$ cat config.mk
export PLATFORM = sky130hd
export DESIGN_NAME = safe_mode_fsm
export DESIGN_NICKNAME = d
export VERILOG_FILES = /design/src/rtl/safe_mode_fsm.sv
export SDC_FILE = /design/constraint.sdc
export NUM_CORES = 1
export LEC_CHECK = 0
export CAP_MARGIN = 25
export CORE_ASPECT_RATIO = 0.8
export CORE_UTILIZATION = 45
export DETAILED_ROUTE_END_ITERATION = 7
export HOLD_SLACK_MARGIN = 0.06
export PLACE_DENSITY = 0.78
export SYNTH_ARGS = -nofsm -noshare
export SYNTH_HDL_FRONTEND = slang
export SYNTH_SLANG_ARGS = --single-unit
$ cat constraint.sdc
create_clock -name clk -period 4.06 [get_ports clk]
set_input_delay 0.812 -clock clk [delete_from_list [all_inputs] [get_ports clk]]
set_output_delay 0.812 -clock clk [all_outputs]
set_load 0.005 [all_outputs]
$ cat src/rtl/safe_mode_fsm.sv
// safe_mode_fsm: 5-state mode sequencer (IDLE/ARM/RUN/DRAIN/FAULT) with dwell, timeout and drain counters.
// Latency: one cycle from an accepted cmd to the new state/out; all outputs are registered from next state.
// Backpressure: none; cmd is sampled every cycle while cmd_valid is high, and ignored when cmd_valid is low.
//
// Ports:
//   clk, rst_n          rising-edge clock, asynchronous active-low reset
//   cmd_valid, cmd[2:0] command qualifier and code (0 NOP, 1 ARM, 2 START, 3 STOP, 4 CLEAR, 5..7 illegal)
//   out[OUT_W-1:0]      mode code for the downstream datapath (FAULT drives all ones)
//   state[2:0]          raw state encoding, for debug
//   busy, fault         ARM/RUN/DRAIN indicator, FAULT indicator
//   fault_cause[1:0]    1 illegal cmd, 2 illegal state, 3 state parity error, 0 when not in FAULT
//
// Optional build macro FSM_STATE_PARITY_EN adds an even-parity bit alongside the state register.
// Parameter limits: OUT_W >= 3, ARM_DWELL >= 1, RUN_TIMEOUT >= 2, DRAIN_CYC >= 1.

module safe_mode_fsm #(
    parameter int OUT_W       = 3,
    parameter int ARM_DWELL   = 4,
    parameter int RUN_TIMEOUT = 16,
    parameter int DRAIN_CYC   = 3
) (
    input  logic             clk,
    input  logic             rst_n,
    input  logic             cmd_valid,
    input  logic [2:0]       cmd,
    output logic [OUT_W-1:0] out,
    output logic [2:0]       state,
    output logic             busy,
    output logic             fault,
    output logic [1:0]       fault_cause
);

    typedef enum logic [2:0] {
        S_IDLE  = 3'd0,
        S_ARM   = 3'd1,
        S_RUN   = 3'd2,
        S_DRAIN = 3'd3,
        S_FAULT = 3'd4
    } state_e;

    localparam logic [2:0] CMD_ARM   = 3'd1;
    localparam logic [2:0] CMD_START = 3'd2;
    localparam logic [2:0] CMD_STOP  = 3'd3;
    localparam logic [2:0] CMD_CLEAR = 3'd4;

    localparam logic [1:0] CAUSE_NONE  = 2'd0;
    localparam logic [1:0] CAUSE_CMD   = 2'd1;
    localparam logic [1:0] CAUSE_STATE = 2'd2;
`ifdef FSM_STATE_PARITY_EN
    localparam logic [1:0] CAUSE_PAR   = 2'd3;
`endif

    // One counter width sized for the largest of the three limits.
    localparam int CNT_MAX_AR = (ARM_DWELL > RUN_TIMEOUT) ? ARM_DWELL : RUN_TIMEOUT;
    localparam int CNT_MAX    = (CNT_MAX_AR > DRAIN_CYC) ? CNT_MAX_AR : DRAIN_CYC;
    localparam int CNT_W      = $clog2(CNT_MAX + 1);

    localparam logic [CNT_W-1:0] DWELL_SAT  = CNT_W'(ARM_DWELL);
    localparam logic [CNT_W-1:0] DWELL_THR  = CNT_W'(ARM_DWELL - 1);
    localparam logic [CNT_W-1:0] RUN_LAST   = CNT_W'(RUN_TIMEOUT - 1);
    localparam logic [CNT_W-1:0] DRAIN_LAST = CNT_W'(DRAIN_CYC - 1);

    logic [2:0]       state_q;
    state_e           state_d;
    logic [OUT_W-1:0] out_q, out_d;
    logic             busy_q, busy_d;
    logic             fault_q, fault_d;
    logic [1:0]       cause_q, cause_d;
    logic [CNT_W-1:0] dwell_q, dwell_d;
    logic [CNT_W-1:0] run_q, run_d;
    logic [CNT_W-1:0] drain_q, drain_d;
`ifdef FSM_STATE_PARITY_EN
    logic             par_q, par_d;
    logic             par_err;
`endif

    logic cmd_illegal;
    logic cmd_arm, cmd_start, cmd_stop, cmd_clear;

    assign cmd_illegal = cmd_valid && (cmd >= 3'd5);
    assign cmd_arm     = cmd_valid && (cmd == CMD_ARM);
    assign cmd_start   = cmd_valid && (cmd == CMD_START);
    assign cmd_stop    = cmd_valid && (cmd == CMD_STOP);
    assign cmd_clear   = cmd_valid && (cmd == CMD_CLEAR);

`ifdef FSM_STATE_PARITY_EN
    // Even parity: stored bit must equal the XOR of the state bits.
    assign par_err = par_q != (^state_q);
`endif

    always_comb begin
        state_d = S_FAULT;
        cause_d = cause_q;

        // Illegal commands win over everything except reset, but cannot
        // overwrite the cause once already in FAULT.
        if (cmd_illegal && (state_q != S_FAULT)) begin
            state_d = S_FAULT;
            cause_d = CAUSE_CMD;
        end
`ifdef FSM_STATE_PARITY_EN
        else if (par_err) begin
            state_d = S_FAULT;
            cause_d = CAUSE_PAR;
        end
`endif
        else begin
            case (state_q)
                S_IDLE:  state_d = cmd_arm ? S_ARM : S_IDLE;
                S_ARM: begin
                    if (cmd_stop)
                        state_d = S_IDLE;
                    else if (cmd_start && (dwell_q >= DWELL_THR))
                        state_d = S_RUN;
                    else
                        state_d = S_ARM;
                end
                // STOP and timeout on the same cycle both land in DRAIN.
                S_RUN:   state_d = (cmd_stop || (run_q == RUN_LAST)) ? S_DRAIN : S_RUN;
                S_DRAIN: state_d = (drain_q == DRAIN_LAST) ? S_IDLE : S_DRAIN;
                S_FAULT: state_d = cmd_clear ? S_IDLE : S_FAULT;
                default: begin
                    state_d = S_FAULT;
                    cause_d = CAUSE_STATE;
                end
            endcase
        end

        // Cause is only meaningful while in FAULT; leaving FAULT clears it.
        if (state_d != S_FAULT)
            cause_d = CAUSE_NONE;

        // Counters run only while staying in their own state and restart
        // from zero on every entry.
        dwell_d = '0;
        run_d   = '0;
        drain_d = '0;
        if ((state_q == S_ARM) && (state_d == S_ARM))
            dwell_d = (dwell_q >= DWELL_SAT) ? dwell_q : dwell_q + 1'b1;
        if ((state_q == S_RUN) && (state_d == S_RUN))
            run_d = run_q + 1'b1;
        if ((state_q == S_DRAIN) && (state_d == S_DRAIN))
            drain_d = drain_q + 1'b1;

        out_d   = (state_d == S_FAULT) ? {OUT_W{1'b1}} : OUT_W'(state_d);
        busy_d  = (state_d == S_ARM) || (state_d == S_RUN) || (state_d == S_DRAIN);
        fault_d = (state_d == S_FAULT);
`ifdef FSM_STATE_PARITY_EN
        par_d   = ^state_d;
`endif
    end

    always_ff @(posedge clk or negedge rst_n) begin
        if (!rst_n) begin
            state_q <= S_IDLE;
            out_q   <= '0;
            busy_q  <= 1'b0;
            fault_q <= 1'b0;
            cause_q <= CAUSE_NONE;
            dwell_q <= '0;
            run_q   <= '0;
            drain_q <= '0;
`ifdef FSM_STATE_PARITY_EN
            par_q   <= 1'b0;
`endif
        end else begin
            state_q <= state_d;
            out_q   <= out_d;
            busy_q  <= busy_d;
            fault_q <= fault_d;
            cause_q <= cause_d;
            dwell_q <= dwell_d;
            run_q   <= run_d;
            drain_q <= drain_d;
`ifdef FSM_STATE_PARITY_EN
            par_q   <= par_d;
`endif
        end
    end

    assign out         = out_q;
    assign state       = state_q;
    assign busy        = busy_q;
    assign fault       = fault_q;
    assign fault_cause = cause_q;

endmodule

==> results_dict.tcl, run 1 <==
set metrics [dict create \
    status "finished, final reports clean" \
    postCtsSetupBuffers 0 \
    crit_slowest_cell "a2111oi_1" \
    drt-pass1-iter-count 4 \
    final.setup.tns_ns 0 \
    final_common_cell "dfrtp_1" \
    tightest_slew_ns 0.571 \
    crit_arrival_ns 2.55 \
    synth_area_leaders "dfrtp_1 52%, ha_1 6.3%, nor2_1 4.4%, nor3_1 3.4%, inv_1 3.1%" \
    period_minus_slack_ns 2.31 \
    drc 0 \
    path_max_fanout 6 \
    cts-root-buf "clkbuf_4" \
    gp_congestion 0.748 \
    synth_top_area_cell "dfrtp_1" \
    setup.worst_path.class "input pin to register" \
    drv_slew 0 \
    synth_cell_types 33 \
    hold_depth 1 \
    drt-initial-drc-count 18 \
    core_um2 2480 \
    die_h_um 48.0 \
    critical_path.startpoint "cmd[2]" \
    viasPerCell 5.10 \
    grt_start_max_net_pins 26 \
    holdCritStartpoint "run_q[0]" \
    ctsHoldBuffers 0 \
    max_freq_ghz 0.432 \
    cts-htree-levels 1 \
    crit_path_end_kind "register" \
    syn2layout_area_growth_pct 18.9 \
    finalNetCount 144 \
    critPathBufInv 1 \
    via_count 851 \
    fin_worst_skew_ns 0.00588 \
    grt_pass1_vias 718 \
    dp_hpwl_um 1510 \
    pin_count 16 \
    cts.sinks 25 \
    r2r_start "run_q[0]" \
    hold_violations 0 \
    drive_gt1_frac 0.0763 \
    path_clk_slew_ns 0.12 \
    peakVddDrop_v 0.000242 \
    power_density_nw_per_um2 322 \
    p_leak_uw 0.000644 \
    ys_seq_area_frac 0.525 \
    drt-wirelength-per-cell_um 12.2 \
    initial_utilization 0.480 \
    clockBufferDepth 2 \
    die_area_um2 2860 \
    place.port_buffers 15 \
    clock_latency_ns 0.31 \
    cpLargestDelayFamily "compound AO/OA/AOI/OAI gates" \
    antenna_found_initial 0 \
    fp-row-count 16 \
    n_antenna_cell 0 \
    synth_top_area_frac 0.525 \
    synth.avg_cell_area_um2 10.6 \
    cts_resized 0 \
    critPathLaunchType "input pin" \
    rsz0062_at_grt "no" \
    ys_ff_latch 25 \
    maxCapViolCount 0 \
    reg2regPathDepth 6 \
    setup_viol 0 \
    cts_tree "done" \
    fin_crit_sh 0.570 \
    track_usage 0.157 \
    slew_headroom 0.619 \
    cts_buffers 3 \
    netlist_instances 112 \
    crit_chain "clkdlybuf4s50_1 > and3b_1 > a2111oi_1 > a211oi_2 > nor3_1" \
    final_antenna_net_count 0 \
    routed_wl_um 2030 \
    die_x_um 59.6 \
    grt_overflow_total 0 \
    whs_ns 0.466 \
    path_depth 5 \
    grt_pass1_wl_um 3130 \
    hold_class "register to register" \
    synthesis.area_um2 1190 \
    slowest_delay_ns 0.57 \
    synth_warnings 0 \
    final_cell_mix "25 x dfrtp_1, 15 x clkdlybuf4s50_1, 14 x nor2_1, 10 x inv_1, 8 x nor3_1" \
    worstPathRequired_ns 4.30 \
    synthesis.nets 124 \
    fillers 239 \
]
power by group:
part	total, uW	switching (uW)	internal, uW
Sequential	271	9.23	262
Combinational	77.9	36.3	41.6
Clock	106	68.1	38.4
Total	456	114	342
worst paths after layout:
path | to | slack, ns
setup reg to reg | drain_q[2] | 2.12
max in group asynchronous | drain_q[3] | 2.79
hold reg to reg | run_q[0] | 0.47
setup / recovery | drain_q[2] | 1.75
hold / removal | run_q[0] | 0.47
min in group asynchronous | busy | 0.81
area by class of cell:
type	instances	area, um2	area share
flip-flops and latches	25	626	0.441
repair buffers	16	165	0.117
clock buffers	4	26.3	0.0185
multi-input cells	76	518	0.365
inverters	10	37.5	0.0265
well taps	36	45.0	0.0318
metal layers:
layer,GRT usage,share of wire,vias to the layer above
li1,-,-,425
met1,0.212,0.49,404
met2,0.229,0.45,17
met3,0.0568,0.046,5
met4,0.0698,0.017,0
met5,0,0,-
synth_stat cells:
master	instances
nor3_1	8
o21ai_0	3
and3b_1	1
nand2_1	3
nor4b_1	1
a21oi_1	6
and3_1	1
or3b_2	1
nand3_1	4
buf_6	1
or3_4	1
a21o_1	1
and2_1	1
ha_1	6
nor4bb_1	1
o211ai_1	1
nand2b_1	1
xnor2_1	3
inv_1	10
nand3b_1	1
a211oi_2	2
dfrtp_1	25
mux2i_1	1
a2111oi_1	1
o21ba_2	1
nor3b_1	2
nor3_2	1
or3_1	2
a31oi_1	2
a211o_1	2
nor2_1	14
xor2_1	3
o211a_1	1
metrics by stage:
stage	worst slack, ns	util	power (uW)	std cells	cell area [um2]
global placement	1.51	0.554	351	162	1380
floorplan	2.17	-	310	112	1190
finish	1.75	0.571	456	167	1420
global route	1.67	0.571	484	167	1420
detailed placement	1.39	0.554	353	162	1380
CTS	1.76	0.565	460	166	1400
flip-flops by register name, indices dropped and copies added, names as in the netlist:
| register | flops |
|---|---|
| fault | 1 |
| out | 3 |
| busy | 1 |
| run_q | 5 |
| dwell_q | 5 |
| state | 3 |
| fault_cause | 2 |
| drain_q | 5 |
kinds of logic (layout without fill, tap and decap cells):
group,count (synthesis),in the layout,share of synthesized area
AO/OA/AOI/OAI,20,20,0.122
XOR/XNOR,6,6,0.0441
adder cells (fa/ha/maj),6,6,0.0630
buffers and inverters,11,30,0.0409
flip-flops,25,25,0.525
multiplexers,1,1,0.00839
AND/OR/NAND/NOR,43,43,0.197
(Power assumes the default switching activity.)
==> run 2, diff against run 1 <==
Settings changed: PLACE_DENSITY 0.78 to 0.81.
Clock period 4.06 ns to 2.1 ns, I/O delays scaled along.
==> results_dict.tcl, run 2 (synthesis gave the netlist of run 1 again) <==
set metrics [dict create \
    setup_viol 0 \
    cts_tree "done" \
    post-route-cell-area_um2 1470 \
    max_freq_ghz 0.510 \
    status "finished, final reports clean" \
    intPower_uw 677 \
    finalNetCount 152 \
    worstPathRequired_ns 2.35 \
    fin_worst_skew_ns 0.00497 \
    ctsHoldBuffers 0 \
    slew_headroom 0.752 \
    maxCapViolCount 0 \
    grt_pass1_vias 818 \
    dp.cells 171 \
    slowest_delay_ns 0.43 \
    clock_latency_ns 0.31 \
    final_antenna_net_count 0 \
    core_um2 2480 \
    drt-initial-drc-count 42 \
    crit_chain "ha_1 > and3_1 > ha_1 > a211o_1 > or3_4 > nor2_1" \
    reg2reg_slack_ns 0.14 \
    r2r_end "run_q[2]" \
    cts-htree-levels 1 \
    drt-wirelength-per-cell_um 12.6 \
    syn2layout_area_growth_pct 23.3 \
    highest_layer "met4" \
    ff_latch_area_um2 626 \
    post_dp_cell_area_um2 1440 \
    postCtsSetupBuffers 0 \
    p_leak_uw 0.000680 \
    fillers 247 \
    tightest_slew_ns 0.369 \
    via_count 892 \
    path_clk_slew_ns 0.13 \
    crit_arrival_ns 2.21 \
    die_area_um2 2860 \
    total_power_uw 901 \
    cts_buffers 3 \
    r2r_start "run_q[0]" \
    cts-root-buf "clkbuf_4" \
    setup.worst_path.class "register to register" \
    fin_crit_sh 0.933 \
    final_common_cell "dfrtp_1" \
    power_density_nw_per_um2 613 \
    peakVddDrop_v 0.000327 \
    multi_input_area_um2 518 \
    pin_count 16 \
    whs_ns 0.449 \
    die_h_um 48.0 \
    hold_class "input pin to async pin" \
    die_x_um 59.6 \
    final_cell_mix "25 x dfrtp_1, 15 x clkdlybuf4s50_1, 14 x nor2_1, 10 x inv_1, 9 x buf_4" \
    cts.sinks 25 \
    crit_slowest_cell "dfrtp_1" \
    cts_resized 0 \
    drv_slew 0 \
    critPathLaunchType "register" \
    drt-pass1-iter-count 4 \
    drive_gt1_frac 0.129 \
    dp_hpwl_um 1670 \
    antenna_found_initial 0 \
    crit_path_end_kind "register" \
    n_antenna_cell 0 \
    grt_overflow_total 0 \
    initial_utilization 0.480 \
    largestRegisters "drain_q: 5 flops, dwell_q: 5 flops, run_q: 5 flops" \
    power_frac_seq 0.575 \
    rsz0062_at_grt "no" \
    hold_violations 0 \
    path_max_fanout 5 \
    drc 0 \
    clockBufferDepth 2 \
    final.setup.tns_ns 0 \
    wl_met2_um 1010 \
    p_clk_frac 0.231 \
    instances_no_fill 175 \
    viasPerCell 5.10 \
    p_sw_frac 0.249 \
    wl_met3_um 85 \
    period_minus_slack_ns 1.96 \
    fp-row-count 16 \
    grt_start_max_net_pins 26 \
    place.port_buffers 15 \
    power.share.combinational 0.194 \
    p_sw_uw 225 \
    cpMostUsedCell "ha_1" \
    routed_wl_um 2210 \
    reg2regPathDepth 6 \
    grt_pass1_wl_um 3600 \
    gp_congestion 0.819 \
    track_usage 0.177 \
    met1Wirelength_um 1110 \
]
run 2: final cells by class:
cell class | count | area share
well taps | 36 | 0.0306
multi-input cells | 76 | 0.352
inverters | 10 | 0.0255
repair buffers | 24 | 0.148
flip-flops and latches | 25 | 0.426
clock buffers | 4 | 0.0179
run 2: metrics by stage:
| stage | worst slack (ns) | utilization |
|---|---|---|
| after global routing | 0.0414 | 0.592 |
| after detailed placement | -0.0631 | 0.582 |
| after floorplan | 0.308 | - |
| after global placement | -0.0412 | 0.582 |
| after CTS | 0.133 | 0.592 |
| final | 0.140 | 0.592 |
run 2: worst max-delay path by stage:
stage	startpoint	end	slack, ns
floorplan	run_q[0]	run_q[2]	0.31
global placement	cmd[2]	drain_q[2]	-0.04
detailed placement	cmd[2]	drain_q[2]	-0.06
CTS	run_q[0]	run_q[2]	0.13
global route	run_q[0]	run_q[2]	0.04
finish	run_q[0]	run_q[2]	0.14
run 2: critical path, delay by kind of cell, from the launching register on:
kind,cells,cell delay (ns)
AO/OA/AOI/OAI,1,0.32
AND/OR/NAND/NOR,3,0.74
adder cells (fa/ha/maj),2,0.41
flip-flops,1,0.43
run 2: power groups by stage:
stage / sequential [uW] / combinational (uW) / clock [uW]
3_3_place_gp: 527 / 172 / 0
2_1_floorplan: 531 / 69.0 / 0
6_report: 518 / 175 / 208
4_1_cts: 518 / 176 / 219
3_5_place_dp: 528 / 175 / 0
5_1_grt: 521 / 194 / 234
run 2: metal layers:
metal,vias up,GRT usage
met1,431,0.245
met4,0,0.0279
met5,-,0
met3,2,0.0486
li1,446,-
met2,13,0.288
==> run 3, diff against run 2 <==
Settings changed: PLACE_DENSITY 0.81 to 0.78.
Clock period 2.1 ns to 2.05 ns, I/O delays scaled along.
==> results_dict.tcl, run 3 (synthesis gave the netlist of run 1 again) <==
set metrics [dict create \
    grt_start_max_net_pins 26 \
    finalNetCount 150 \
    rsz0062_at_grt "no" \
    fin_worst_skew_ns 0.0189 \
    r2r_start "run_q[0]" \
    grt_pass1_wl_um 3390 \
    path_max_fanout 5 \
    hold_violations 0 \
    final_antenna_net_count 0 \
    pin_count 16 \
    core_um2 2480 \
    viasPerCell 5.02 \
    initial_utilization 0.480 \
    grt_pass1_vias 774 \
    critical_path.startpoint "run_q[0]" \
    top_usage_layer "met2" \
    n_antenna_cell 0 \
    status "finished, final reports clean" \
    post-place-ws_ns -0.0927 \
    setup_viol 0 \
    power_density_nw_per_um2 638 \
    slew_headroom 0.720 \
    worstPathRequired_ns 2.33 \
    drc 0 \
    drv_slew 0 \
    whs_ns 0.417 \
    period_minus_slack_ns 1.92 \
    gp_congestion 0.792 \
    final_cell_mix "25 x dfrtp_1, 15 x clkdlybuf4s50_1, 14 x nor2_1, 10 x inv_1, 8 x nor3_1" \
    antenna_found_initial 0 \
    maxCapViolCount 0 \
    path_clk_slew_ns 0.15 \
    peakVddDrop_v 0.000331 \
    drt-initial-drc-count 12 \
    reg2reg_slack_ns 0.13 \
    die_x_um 59.6 \
    drive_gt1_frac 0.124 \
    fin_crit_sh 0.935 \
    p_leak_uw 0.000672 \
    largestRegisters "drain_q: 5 flops, dwell_q: 5 flops, run_q: 5 flops" \
    crit_arrival_ns 2.19 \
    syn2layout_area_growth_pct 23.0 \
    cts_tree "done" \
    drt-wirelength-per-cell_um 12.4 \
    grt_overflow_total 0 \
    cts-htree-levels 1 \
    dp_hpwl_um 1620 \
    clock_latency_ns 0.33 \
    final_common_cell "dfrtp_1" \
    crit_path_end_kind "register" \
    via_count 869 \
    use_met2 0.272 \
    ctsHoldBuffers 0 \
    die_area_um2 2860 \
    met1_usage 0.212 \
    cts.sinks 25 \
    routed_wl_um 2140 \
    setup.worst_path.class "register to register" \
    max_freq_ghz 0.522 \
    drt-pass1-iter-count 4 \
    tightest_slew_ns 0.420 \
    die_h_um 48.0 \
    fp-row-count 16 \
    use_met3 0.0568 \
    hold_class "input pin to async pin" \
    track_usage 0.168 \
    setup_ws_ns 0.133 \
    critPathLaunchType "register" \
    clockBufferDepth 2 \
    cts_buffers 3 \
    place.port_buffers 15 \
    cts-root-buf "clkbuf_4" \
]
[run 3: report_power, final]
group          total [uW]  internal (uW)  leakage (uW)  switching [uW]
Clock                 225           74.7     0.0000139             151
Combinational         179           96.9      0.000322            81.8
Sequential            532            519      0.000336            13.0
Total                 936            691      0.000672             245
[run 3: area by class of cell]
class                           instances  area, um2
Clock buffer                            3       22.5
Clock inverter                          1       7.51
Fill cell                             229       1020
Inverter                               10       37.5
Multi-Input combinational cell         76        526
Sequential cell                        25        626
Tap cell                               36       45.0
Timing Repair Buffer                   22        203
[run 3: path summary, 6_finish.rpt]
kind / endpoint / cells after the start
worst min-delay path: run_q[1] / 2
min in group clk: run_q[0] / 1
worst min register to register: run_q[0] / 1
worst max register to register: run_q[2] / 6
worst max-delay path: run_q[2] / 6
max in group asynchronous: dwell_q[0] / 2
[run 3: per-layer routing]
metal / wire, um / vias up / part of all wire
li1: - / 440 / -
met1: 1030 / 412 / 0.48
met2: 1020 / 15 / 0.47
met3: 78 / 2 / 0.036
met4: 15 / 0 / 0.0070
met5: 0 / - / 0
[run 3: critical path, stage by stage, from the launching register on]
cell	delay, ns
dfrtp_1	0.42
ha_1	0.22
and3_1	0.19
ha_1	0.19
a211o_1	0.30
or3_4	0.42
nor2_1	0.12
[run 3: metrics by stage]
stage / instance area, um2 / std cells / total power, uW / utilization / setup TNS, ns
2_1_floorplan: 1190 / 112 / 615 / - / 0
3_3_place_gp: 1430 / 169 / 714 / 0.576 / 0
3_5_place_dp: 1430 / 169 / 717 / 0.576 / -0.398
4_1_cts: 1460 / 173 / 939 / 0.588 / 0
5_1_grt: 1470 / 173 / 986 / 0.591 / 0
6_report: 1470 / 173 / 936 / 0.591 / 0
[run 3: repair_timing]
| item | 4_1_cts | 5_1_grt |
|---|---|---|
| endpoints found under the hold margin | 0 | 0 |
| resized for setup | 0 | 1 |
| endpoints found under the setup margin | 0 | 1 |
| buffers inserted | 0 | 0 |
